<file path="src/rtl/vx_icache_pkg.sv">
// vx_icache_pkg: shared types and constants for the instruction-cache responder.
//   - state_e      : fill FSM state (IDLE / REQ / WAIT), 2-bit encoding
//   - DEF_*        : default geometry of the block
//   - OFF_W/IDX_W/TAG_W : PC field widths for the default geometry
//   - line_addr_t  : line address (PC with word offset and byte bits dropped)
// Modules take LINES/LINE_WORDS/ADDR_W as parameters and derive their own
// field widths, so a non-default instance stays self-consistent.
package vx_icache_pkg;

  localparam int DEF_LINES      = 16;
  localparam int DEF_LINE_WORDS = 4;
  localparam int DEF_ADDR_W     = 32;

  localparam int OFF_W = $clog2(DEF_LINE_WORDS);
  localparam int IDX_W = $clog2(DEF_LINES);
  localparam int TAG_W = DEF_ADDR_W - IDX_W - OFF_W - 2;

  typedef enum logic [1:0] {
    IDLE = 2'd0,
    REQ  = 2'd1,
    WAIT = 2'd2
  } state_e;

  typedef logic [DEF_ADDR_W-OFF_W-3:0] line_addr_t;

endpackage

</file>
<file path="src/rtl/vx_icache_store.sv">
// vx_icache_store: direct-mapped line store (valid bits, tags, data words).
// Ports:
//   clk, reset            clock, async active-high reset (clears valid bits only)
//   rd_idx/rd_off         combinational read address
//   rd_valid/rd_tag/rd_word  read results for that line/word
//   wr_en/wr_idx/wr_off/wr_data  single-word fill write
//   set_en/set_idx/set_tag       write tag and mark line valid
//   clear_all             invalidate every line (takes priority over set_en)
module vx_icache_store #(
  parameter int LINES      = 16,
  parameter int LINE_WORDS = 4,
  parameter int TAG_BITS   = 26,
  parameter int IDX_BITS   = $clog2(LINES),
  parameter int OFF_BITS   = $clog2(LINE_WORDS)
) (
  input  logic                clk,
  input  logic                reset,
  input  logic [IDX_BITS-1:0] rd_idx,
  input  logic [OFF_BITS-1:0] rd_off,
  output logic                rd_valid,
  output logic [TAG_BITS-1:0] rd_tag,
  output logic [31:0]         rd_word,
  input  logic                wr_en,
  input  logic [IDX_BITS-1:0] wr_idx,
  input  logic [OFF_BITS-1:0] wr_off,
  input  logic [31:0]         wr_data,
  input  logic                set_en,
  input  logic [IDX_BITS-1:0] set_idx,
  input  logic [TAG_BITS-1:0] set_tag,
  input  logic                clear_all
);

  logic [LINES-1:0]                         valid_q;
  logic [LINES-1:0][TAG_BITS-1:0]           tag_q;
  logic [LINES-1:0][LINE_WORDS-1:0][31:0]   data_q;

  always_ff @(posedge clk or posedge reset) begin
    if (reset)          valid_q <= '0;
    else if (clear_all) valid_q <= '0;
    else if (set_en)    valid_q[set_idx] <= 1'b1;
  end

  // Tag and data contents are don't-care while the valid bit is low.
  always_ff @(posedge clk) begin
    if (set_en) tag_q[set_idx] <= set_tag;
    if (wr_en)  data_q[wr_idx][wr_off] <= wr_data;
  end

  assign rd_valid = valid_q[rd_idx];
  assign rd_tag   = tag_q[rd_idx];
  assign rd_word  = data_q[rd_idx][rd_off];

endmodule

</file>
<file path="src/rtl/vx_icache_responder.sv">
// vx_icache_responder: fetch-side instruction responder with a direct-mapped
// line store. Hits return the instruction combinationally; a miss freezes
// fetch, fills the line in LINE_WORDS beats, then releases.
// Ports:
//   clk, reset                    clock, async active-high reset
//   in_pc_valid, in_pc, in_flush  fetch PC and fence.i invalidate
//   out_instruction, out_freeze   instruction (0 unless hit), fetch stall
//   mem_req_valid/ready/addr      line-fill request handshake
//   mem_rsp_valid/data            fill beats, ascending word order
//   out_hit_count/out_miss_count  only when VX_ICACHE_PERF_EN is defined
// Optional feature macro: VX_ICACHE_PERF_EN (saturating hit/miss counters).
module vx_icache_responder
  import vx_icache_pkg::*;
#(
  parameter int LINES      = DEF_LINES,
  parameter int LINE_WORDS = DEF_LINE_WORDS,
  parameter int ADDR_W     = DEF_ADDR_W
) (
  input  logic              clk,
  input  logic              reset,
  input  logic              in_pc_valid,
  input  logic [ADDR_W-1:0] in_pc,
  input  logic              in_flush,
  output logic [31:0]       out_instruction,
  output logic              out_freeze,
  output logic              mem_req_valid,
  input  logic              mem_req_ready,
  output logic [ADDR_W-1:0] mem_req_addr,
  input  logic              mem_rsp_valid,
  input  logic [31:0]       mem_rsp_data
`ifdef VX_ICACHE_PERF_EN
  ,
  output logic [31:0]       out_hit_count,
  output logic [31:0]       out_miss_count
`endif
);

  localparam int OFF_BITS = $clog2(LINE_WORDS);
  localparam int IDX_BITS = $clog2(LINES);
  localparam int TAG_BITS = ADDR_W - IDX_BITS - OFF_BITS - 2;

  logic [OFF_BITS-1:0] pc_off;
  logic [IDX_BITS-1:0] pc_idx;
  logic [TAG_BITS-1:0] pc_tag;
  logic                unused_pc_lsb;

  assign pc_off        = in_pc[2 +: OFF_BITS];
  assign pc_idx        = in_pc[2+OFF_BITS +: IDX_BITS];
  assign pc_tag        = in_pc[ADDR_W-1 -: TAG_BITS];
  assign unused_pc_lsb = ^in_pc[1:0];

  state_e              state_q, state_d;
  logic [OFF_BITS-1:0] beat_q;
  logic [IDX_BITS-1:0] fill_idx_q;
  logic [TAG_BITS-1:0] fill_tag_q;
  logic                flush_pend_q;

  logic                rd_valid;
  logic [TAG_BITS-1:0] rd_tag;
  logic [31:0]         rd_word;
  logic                hit, start_fill, wr_en, last_beat, set_en;

  assign hit             = in_pc_valid && rd_valid && (rd_tag == pc_tag) && (state_q == IDLE);
  assign out_instruction = hit ? rd_word : 32'd0;
  assign wr_en           = (state_q == WAIT) && mem_rsp_valid;
  assign last_beat       = wr_en && (beat_q == OFF_BITS'(LINE_WORDS-1));
  // A flush seen at any point during the fill (or on the final beat) leaves
  // the line invalid: its data may predate the fence.i.
  assign set_en          = last_beat && !flush_pend_q && !in_flush;
  assign mem_req_addr    = {fill_tag_q, fill_idx_q, {(OFF_BITS+2){1'b0}}};

  vx_icache_store #(
    .LINES      (LINES),
    .LINE_WORDS (LINE_WORDS),
    .TAG_BITS   (TAG_BITS)
  ) u_store (
    .clk       (clk),
    .reset     (reset),
    .rd_idx    (pc_idx),
    .rd_off    (pc_off),
    .rd_valid  (rd_valid),
    .rd_tag    (rd_tag),
    .rd_word   (rd_word),
    .wr_en     (wr_en),
    .wr_idx    (fill_idx_q),
    .wr_off    (beat_q),
    .wr_data   (mem_rsp_data),
    .set_en    (set_en),
    .set_idx   (fill_idx_q),
    .set_tag   (fill_tag_q),
    .clear_all (in_flush)
  );

  always_ff @(posedge clk or posedge reset) begin
    if (reset) state_q <= IDLE;
    else       state_q <= state_d;
  end

  always_comb begin
    state_d       = state_q;
    mem_req_valid = 1'b0;
    out_freeze    = 1'b0;
    start_fill    = 1'b0;
    case (state_q)
      IDLE: begin
        // Also covers the cycle after a fill whose line was flushed or whose
        // PC moved: a fresh miss stalls again immediately.
        if (in_pc_valid && !hit) begin
          out_freeze = 1'b1;
          start_fill = 1'b1;
          state_d    = REQ;
        end
      end
      REQ: begin
        mem_req_valid = 1'b1;
        out_freeze    = 1'b1;
        if (mem_req_ready) state_d = WAIT;
      end
      WAIT: begin
        out_freeze = 1'b1;
        if (last_beat) state_d = IDLE;
      end
      default: state_d = IDLE;
    endcase
  end

  always_ff @(posedge clk or posedge reset) begin
    if (reset) begin
      beat_q       <= '0;
      fill_idx_q   <= '0;
      fill_tag_q   <= '0;
      flush_pend_q <= 1'b0;
    end else begin
      if (start_fill) begin
        fill_idx_q <= pc_idx;
        fill_tag_q <= pc_tag;
      end
      if (state_q == REQ && mem_req_ready) beat_q <= '0;
      else if (wr_en)                      beat_q <= beat_q + 1'b1;
      if (state_q == IDLE) flush_pend_q <= 1'b0;
      else if (in_flush)   flush_pend_q <= 1'b1;
    end
  end

`ifdef VX_ICACHE_PERF_EN
  logic [31:0] hit_cnt_q, miss_cnt_q;

  always_ff @(posedge clk or posedge reset) begin
    if (reset) begin
      hit_cnt_q  <= '0;
      miss_cnt_q <= '0;
    end else begin
      if (hit && hit_cnt_q != '1)         hit_cnt_q  <= hit_cnt_q + 32'd1;
      if (start_fill && miss_cnt_q != '1) miss_cnt_q <= miss_cnt_q + 32'd1;
    end
  end

  assign out_hit_count  = hit_cnt_q;
  assign out_miss_count = miss_cnt_q;
`endif

endmodule

</file>
<file path="config.mk">
export PLATFORM = sky130hd
export DESIGN_NAME = vx_icache_responder
export DESIGN_NICKNAME = d
export VERILOG_FILES = /design/src/rtl/vx_icache_pkg.sv /design/src/rtl/vx_icache_store.sv /design/src/rtl/vx_icache_responder.sv
export SDC_FILE = /design/constraint.sdc
export NUM_CORES = 2
export LEC_CHECK = 0
export BUFFER_PORTS_ARGS = -buffer_cell sky130_fd_sc_hd__buf_4
export CELL_PAD_IN_SITES_DETAIL_PLACEMENT = 1
export CELL_PAD_IN_SITES_GLOBAL_PLACEMENT = 1
export CORE_ASPECT_RATIO = 1.4
export CORE_MARGIN = 2
export CORE_UTILIZATION = 47
export DETAILED_ROUTE_END_ITERATION = 8
export GPL_TIMING_DRIVEN = 0
export PLACE_DENSITY_LB_ADDON = 0.1
export SETUP_SLACK_MARGIN = 0.2
export SLEW_MARGIN = 20
export SYNTH_ARGS = -nofsm -noshare
export SYNTH_HDL_FRONTEND = slang
export SYNTH_HIERARCHICAL = 1
export SYNTH_SLANG_ARGS = --single-unit
</file>
<file path="constraint.sdc">
create_clock -name clk -period 9.4 [get_ports clk]
set_clock_uncertainty 0.2 [all_clocks]
set_input_delay 1.88 -clock clk [delete_from_list [all_inputs] [get_ports clk]]
set_output_delay 1.88 -clock clk [all_outputs]
set_load 0.02 [all_outputs]
</file>
# Word level (Yosys, flattened, before mapping)

Index checks and enable logic that the tools add are counted.

Bits in latches: 0
Memories: 0
Memory bits (writable): 0
Memory bits (read-only): 0
Logic and storage cells: 154
Register bits after elaboration: 2481

Reduce and logical (&&, ||, !) cells: 20
Multiplexer cells: 33
Divide/modulo/power cells: 0
Shift-type cells: 0
Equal/unequal tests: 7
Multipliers: 0
Order comparisons: 6
Add/sub/neg operators: 1
Bitwise operators: 1

Operator list:

| kind                 | number |
|---|---|
| $bwmux W2048         | 1 |
| $bmux W128 S4        | 1 |
| $demux W128 S4       | 1 |
| $bwmux W384          | 1 |
| $mux W128            | 2 |
| $bmux W24 S4         | 1 |
| $demux W24 S4        | 1 |
| $mux W32             | 3 |
| $bmux W32 S2         | 1 |
| $demux W32 S2        | 1 |
| $mux W24             | 2 |
| $mux W16             | 2 |
| $eq A24 B24 Y1       | 1 |
| $or A16 B16 Y16      | 1 |
| $logic_and A1 B1 Y1  | 11 |
| $lt A4 B5 Y1 const B | 2 |
| $mux W2              | 5 |
| $mux W1              | 7 |
| $lt A2 B3 Y1 const B | 2 |
| $ne A2 B2 Y1 const B | 3 |
| $pmux W2 S3          | 1 |
| $reduce_bool A2 Y1   | 3 |
| $bmux W1 S4          | 1 |
| $demux W1 S4         | 1 |
| other kinds (10)     | 13 |

# Logic depth before layout (Yosys ltp)

Word-level depth: 9
Depth in mapped cells: 15

# Modules after synthesis

Netlist, hierarchy kept.

By module, submodules not included:

| module              | cells an instance | area an instance (um2) | times used |
|---|---|---|---|
| vx_icache_store     | 3874              | 93448.4                | 1 |
| vx_icache_responder | 168               | 1921.8                 | 1 |

# Worst setup path before layout

No wires, ideal clock.

Kind: input-to-output
Start: input in_pc[4]
End: output out_instruction[10]
Buffers on the path: 6
Stages: 13
Arrival time: 5.419 ns
Path slack: 1.901 ns
Path through: buf_2 -> buf_6 -> buf_6 -> buf_4 -> buf_2 -> mux4_2 -> mux4_2 -> xnor2_1 -> nand4_1 -> or4_4 -> nor3_2 -> clkbuf_1 -> and2_1

Longest elaborated chain between the ends: 6
Elaborated cells on any way between the ends: 13
Classes of those cells: eq/ne: 1; mux: 9; reduce/logical: 3

Ends and longest elaborated chain:

| what                              | line                      | text |
|---|---|---|
| from (decl)                       | vx_icache_responder.sv:22 | `input logic [ADDR_W-1:0] in_pc,` |
| $bmux W24 S4                      | vx_icache_store.sv:50     | `assign rd_tag = tag_q[rd_idx];` |
| $mux W24 (implied by the code)    | vx_icache_store.sv:50     |  |
| via rd_tag[0]                     | vx_icache_responder.sv:59 | `logic [TAG_BITS-1:0] rd_tag;` |
| $eq A24 B24 Y1                    | vx_icache_responder.sv:63 | `assign hit = in_pc_valid && rd_valid && (rd_tag == pc_tag) && (state_q == IDLE);` |
| $logic_and A1 B1 Y1 (2 in series) | vx_icache_responder.sv:63 |  |
| $mux W32                          | vx_icache_responder.sv:64 | `assign out_instruction = hit ? rd_word : 32'd0;` |
| to (decl)                         | vx_icache_responder.sv:24 | `output logic [31:0] out_instruction,` |

The timed path passes the listed nets, and every way through them passes these cells. The select of a mux whose other input is x is not followed.

# Worst setup path in the final report

Start: input in_pc[6]
End: output out_instruction[12]

The elaborated chain is that of the path after synthesis.

==> impl_metrics.py <==
metrics = {
    "route": {
        "met2_wirelength_um": 158000,
        "wl_per_cell_um": 41.2,
        "met3_length_um": 21100,
        "drc_errors": 0,
        "firstDrtPassIters": 6,
        "vias": 47589,
        "routed_wl_um": 306000,
        "ant_nets": 0,
        "drtIter0Drc": 5233,
        "wl_met1_um": 109000,
        "vias_per_cell": 6.41,
        "top_layer": "met5",
    },
    "clock_tree": {
        "cts_buffers": 234,
        "root_buffer": "clkbuf_16",
        "cts_sinks": 2481,
        "clock_path_buffers": 4,
        "clkTransAtPathRegs_ns": 0.06,
        "cts_tree": "done",
        "h-tree-depth": 4,
        "cts_hold_buffers": 0,
        "worstSkewPairLatency_ns": 0.88,
    },
    "critical_path": {
        "cp_max_fo": 10,
        "r2r_cells": 9,
        "crit_path_end_kind": "output pin",
        "r2r_end": "u_store/data_q[781]$_DFFE_PP_",
        "cpMostUsedCell": "buf_4",
        "start_kind": "input port",
        "r2r_start": "state_q[0]$_DFFE_PP0P_",
        "cpPeakStageDelay_ns": 0.61,
        "required_ns": 7.32,
        "rrSetupSlack_ns": 5.46,
        "path_class": "input port to output pin",
        "worstPathCellList": "buf_4, buf_2, buf_4, buf_4, buf_4, clkbuf_8, clkbuf_4, mux4_2, xnor2_1, nand4_1, or4_4, nor3_4, buf_12, buf_2, and2_1, buf_4",
        "slowest_stage": "or4_4",
        "worstPathArrival_ns": 7.07,
    },
    "layout": {
        "layout.cells.non_filler": 7420,
        "layout_commonest_cell": "edfxtp_1",
        "mostFrequentLayoutCells": "edfxtp_1, mux4_2, clkbuf_16, buf_4, buf_12",
        "nets": 4649,
        "seq_area_um2": 74300,
        "multi_input_area_um2": 20600,
        "layout-drive-gt1-share_pct": 34.2,
        "n_fill_cell": 16926,
        "synthToLayoutAreaGrowth_pct": 17.0,
        "finish.utilization_pct": 55.4,
    },
    "placed_design": {
        "dpl.hpwl_um": 211000,
        "port_buffers": 128,
        "dp.cells": 6998,
        "finalWeightedCongestion": 0.903,
    },
    "timing": {
        "fin_crit_ns": 9.15,
        "worst_slew_pin_slew_ns": 1.23,
        "hold_viol": 0,
        "setup_viol": 0,
        "max_slew_margin_pct": 18.0,
        "rsz0062_at_grt": "no",
        "maxSlewViolCount": 0,
        "clock.fmax_mhz": 109,
        "timing.final.crit_share_pct": 97.3,
    },
    "floorplanning": {
        "core_um2": 202000,
        "fp-row-count": 195,
        "fp.dieH_um": 537,
        "die_w_um": 385,
        "start_util_pct": 47.3,
        "pin_count": 136,
        "dieArea_um2": 207000,
    },
    "global_routing": {
        "antenna_found_initial": 27,
        "grt_pass1_wl_um": 416000,
        "first_global_vias": 49063,
        "grt_max_degree": 65,
        "track_usage_pct": 29.9,
        "grt_overflow": 0,
    },
    "logic_synthesis": {
        "async_flop_share_pct": 1.98,
        "ys_seq_elements": 2481,
        "synth_ff_type": "edfxtp_1",
        "yosysSeqAreaShare_pct": 77.9,
        "syn_inst": 4042,
        "synth_cell_type_count": 47,
        "synth_edf_count": 2432,
        "avgSynthCellArea_um2": 23.6,
        "synth_area_um2": 95400,
        "yosys_warnings": 6,
    },
    "min_path": {
        "whs_endpoint": "u_store/valid_q[15]$_DFFE_PP0P_",
        "hold_start": "u_store/valid_q[15]$_DFFE_PP0P_",
        "min_path_cells": 2,
        "hp-class": "flop to flop",
    },
    "pwr": {
        "cellLeakagePower_nw": 35.2,
        "ir_drop_v": 0.000144,
        "cellPowerDensity_nw_per_um2": 217,
    },
    "run": {
        "maxCapViolations": 0,
    },
    "status": {
        "status": "complete, no violations",
    },
}
## per-stage QoR
step / hold WS (ns) / setup slack (ns) / setup TNS (ns) / power (mW) / instance area (µm²)
after floorplan: 0.247 / 1.90 / 0 / 13.8 / 95400
after global placement: 0.273 / -2.69 / -78.74 / 14.7 / 99700
after detailed placement: 0.285 / -2.35 / -67.96 / 14.9 / 104000
after CTS: 0.299 / 0.224 / 0 / 24.4 / 111000
after global routing: 0.311 / 0.215 / 0 / 24.8 / 112000
final: 0.295 / 0.251 / 0 / 24.2 / 112000
## report_power, final
part	switching (mW)	internal, mW	total, mW
registers	0.356	12.5	12.9
clock network	4.12	5.41	9.53
logic	1.15	0.643	1.79
## cells by family (layout without fill, tap and decap cells)
logic type               after synthesis  in the layout  synth area share (%)
other                                  1             12               0.00393
AND/OR/NAND/NOR                      290            290                  1.44
buffers and inverters                227            935                  1.25
adder cells (fa/ha/maj)                5              5                0.0656
multiplexers                         834            834                  17.9
flip-flops                          2481           2481                  77.9
AO/OA/AOI/OAI                        179            179                  1.28
XOR/XNOR                              25             25                 0.230
## registers in the layout (all words and copies together) (netlist names)
name / cells
u_store/tag_q: 384
state_q: 2
u_store/valid_q: 16
beat_q: 2
fill_idx_q: 4
u_store/data_q: 2048
flush_pend_q: 1
fill_tag_q: 24
## cells in the mapped netlist (all sizes together) (3+ instances only)
cell type	instances	area [µm²]
edfxtp	2432	73000
mux4	689	15500
buf	147	887
nor2	140	526
mux2i	84	841
clkbuf	71	267
mux2	61	687
dfrtp	49	1230
a21oi	40	200
nand2	38	143
a211oi	36	270
and2	34	213
o21ai	28	140
a22oi	27	203
nor2b	25	156
o221ai	23	201
xnor2	16	140
nand3	10	50.1
nor3	10	55.1
inv	9	33.8
xor2	9	78.8
o22ai	8	50.1
a22o	7	61.3
nand2b	6	37.5
nand3b	6	45.0
or3	6	37.5
ha	5	62.6
nand4	5	31.3
o211ai	5	37.5
nor4	3	18.8
or3b	3	26.3
## critical path, delay by kind of cell
| kind | cells | cell delay, ns |
|---|---|---|
| multiplexers | 1 | 0.40 |
| buffers and inverters | 10 | 2.89 |
| AND/OR/NAND/NOR | 4 | 1.50 |
| XOR/XNOR | 1 | 0.29 |
## per-layer routing
metal / GRT usage (%) / up-vias
met4: 14.7 / 12
met3: 5.12 / 576
met1: 36.6 / 26512
met2: 51.7 / 2172
met5: 0 / -
li1: - / 18317
## timing repair
item                       4_1_cts  5_1_grt
gates resized for setup         63       18
buffers inserted                 2        0
setup endpoints to repair       33       15
pin swaps                        1        0
## final cells by class
class                           instances  area share [%]
Sequential cell                      2481            66.6
Multi-Input combinational cell       1337            18.4
Clock buffer                          285            5.53
Timing Repair Buffer                  296            3.97
Tap cell                             2659            2.98
Buffer                                215            1.23
Clock inverter                        130            1.23
Inverter                                9          0.0303
Antenna cell                            8          0.0179
## worst max path at each step
stage | from | endpoint | slack [ns]
after floorplan | in_pc[4] | out_instruction[10] | 1.90
after global placement | in_pc[6] | out_instruction[28] | -2.69
after detailed placement | in_pc[6] | out_instruction[28] | -2.35
after CTS | in_pc[4] | out_instruction[12] | 0.22
after global routing | in_pc[4] | out_instruction[12] | 0.21
final | in_pc[6] | out_instruction[12] | 0.25
No activity file was read; power rests on OpenSTA's default activity.
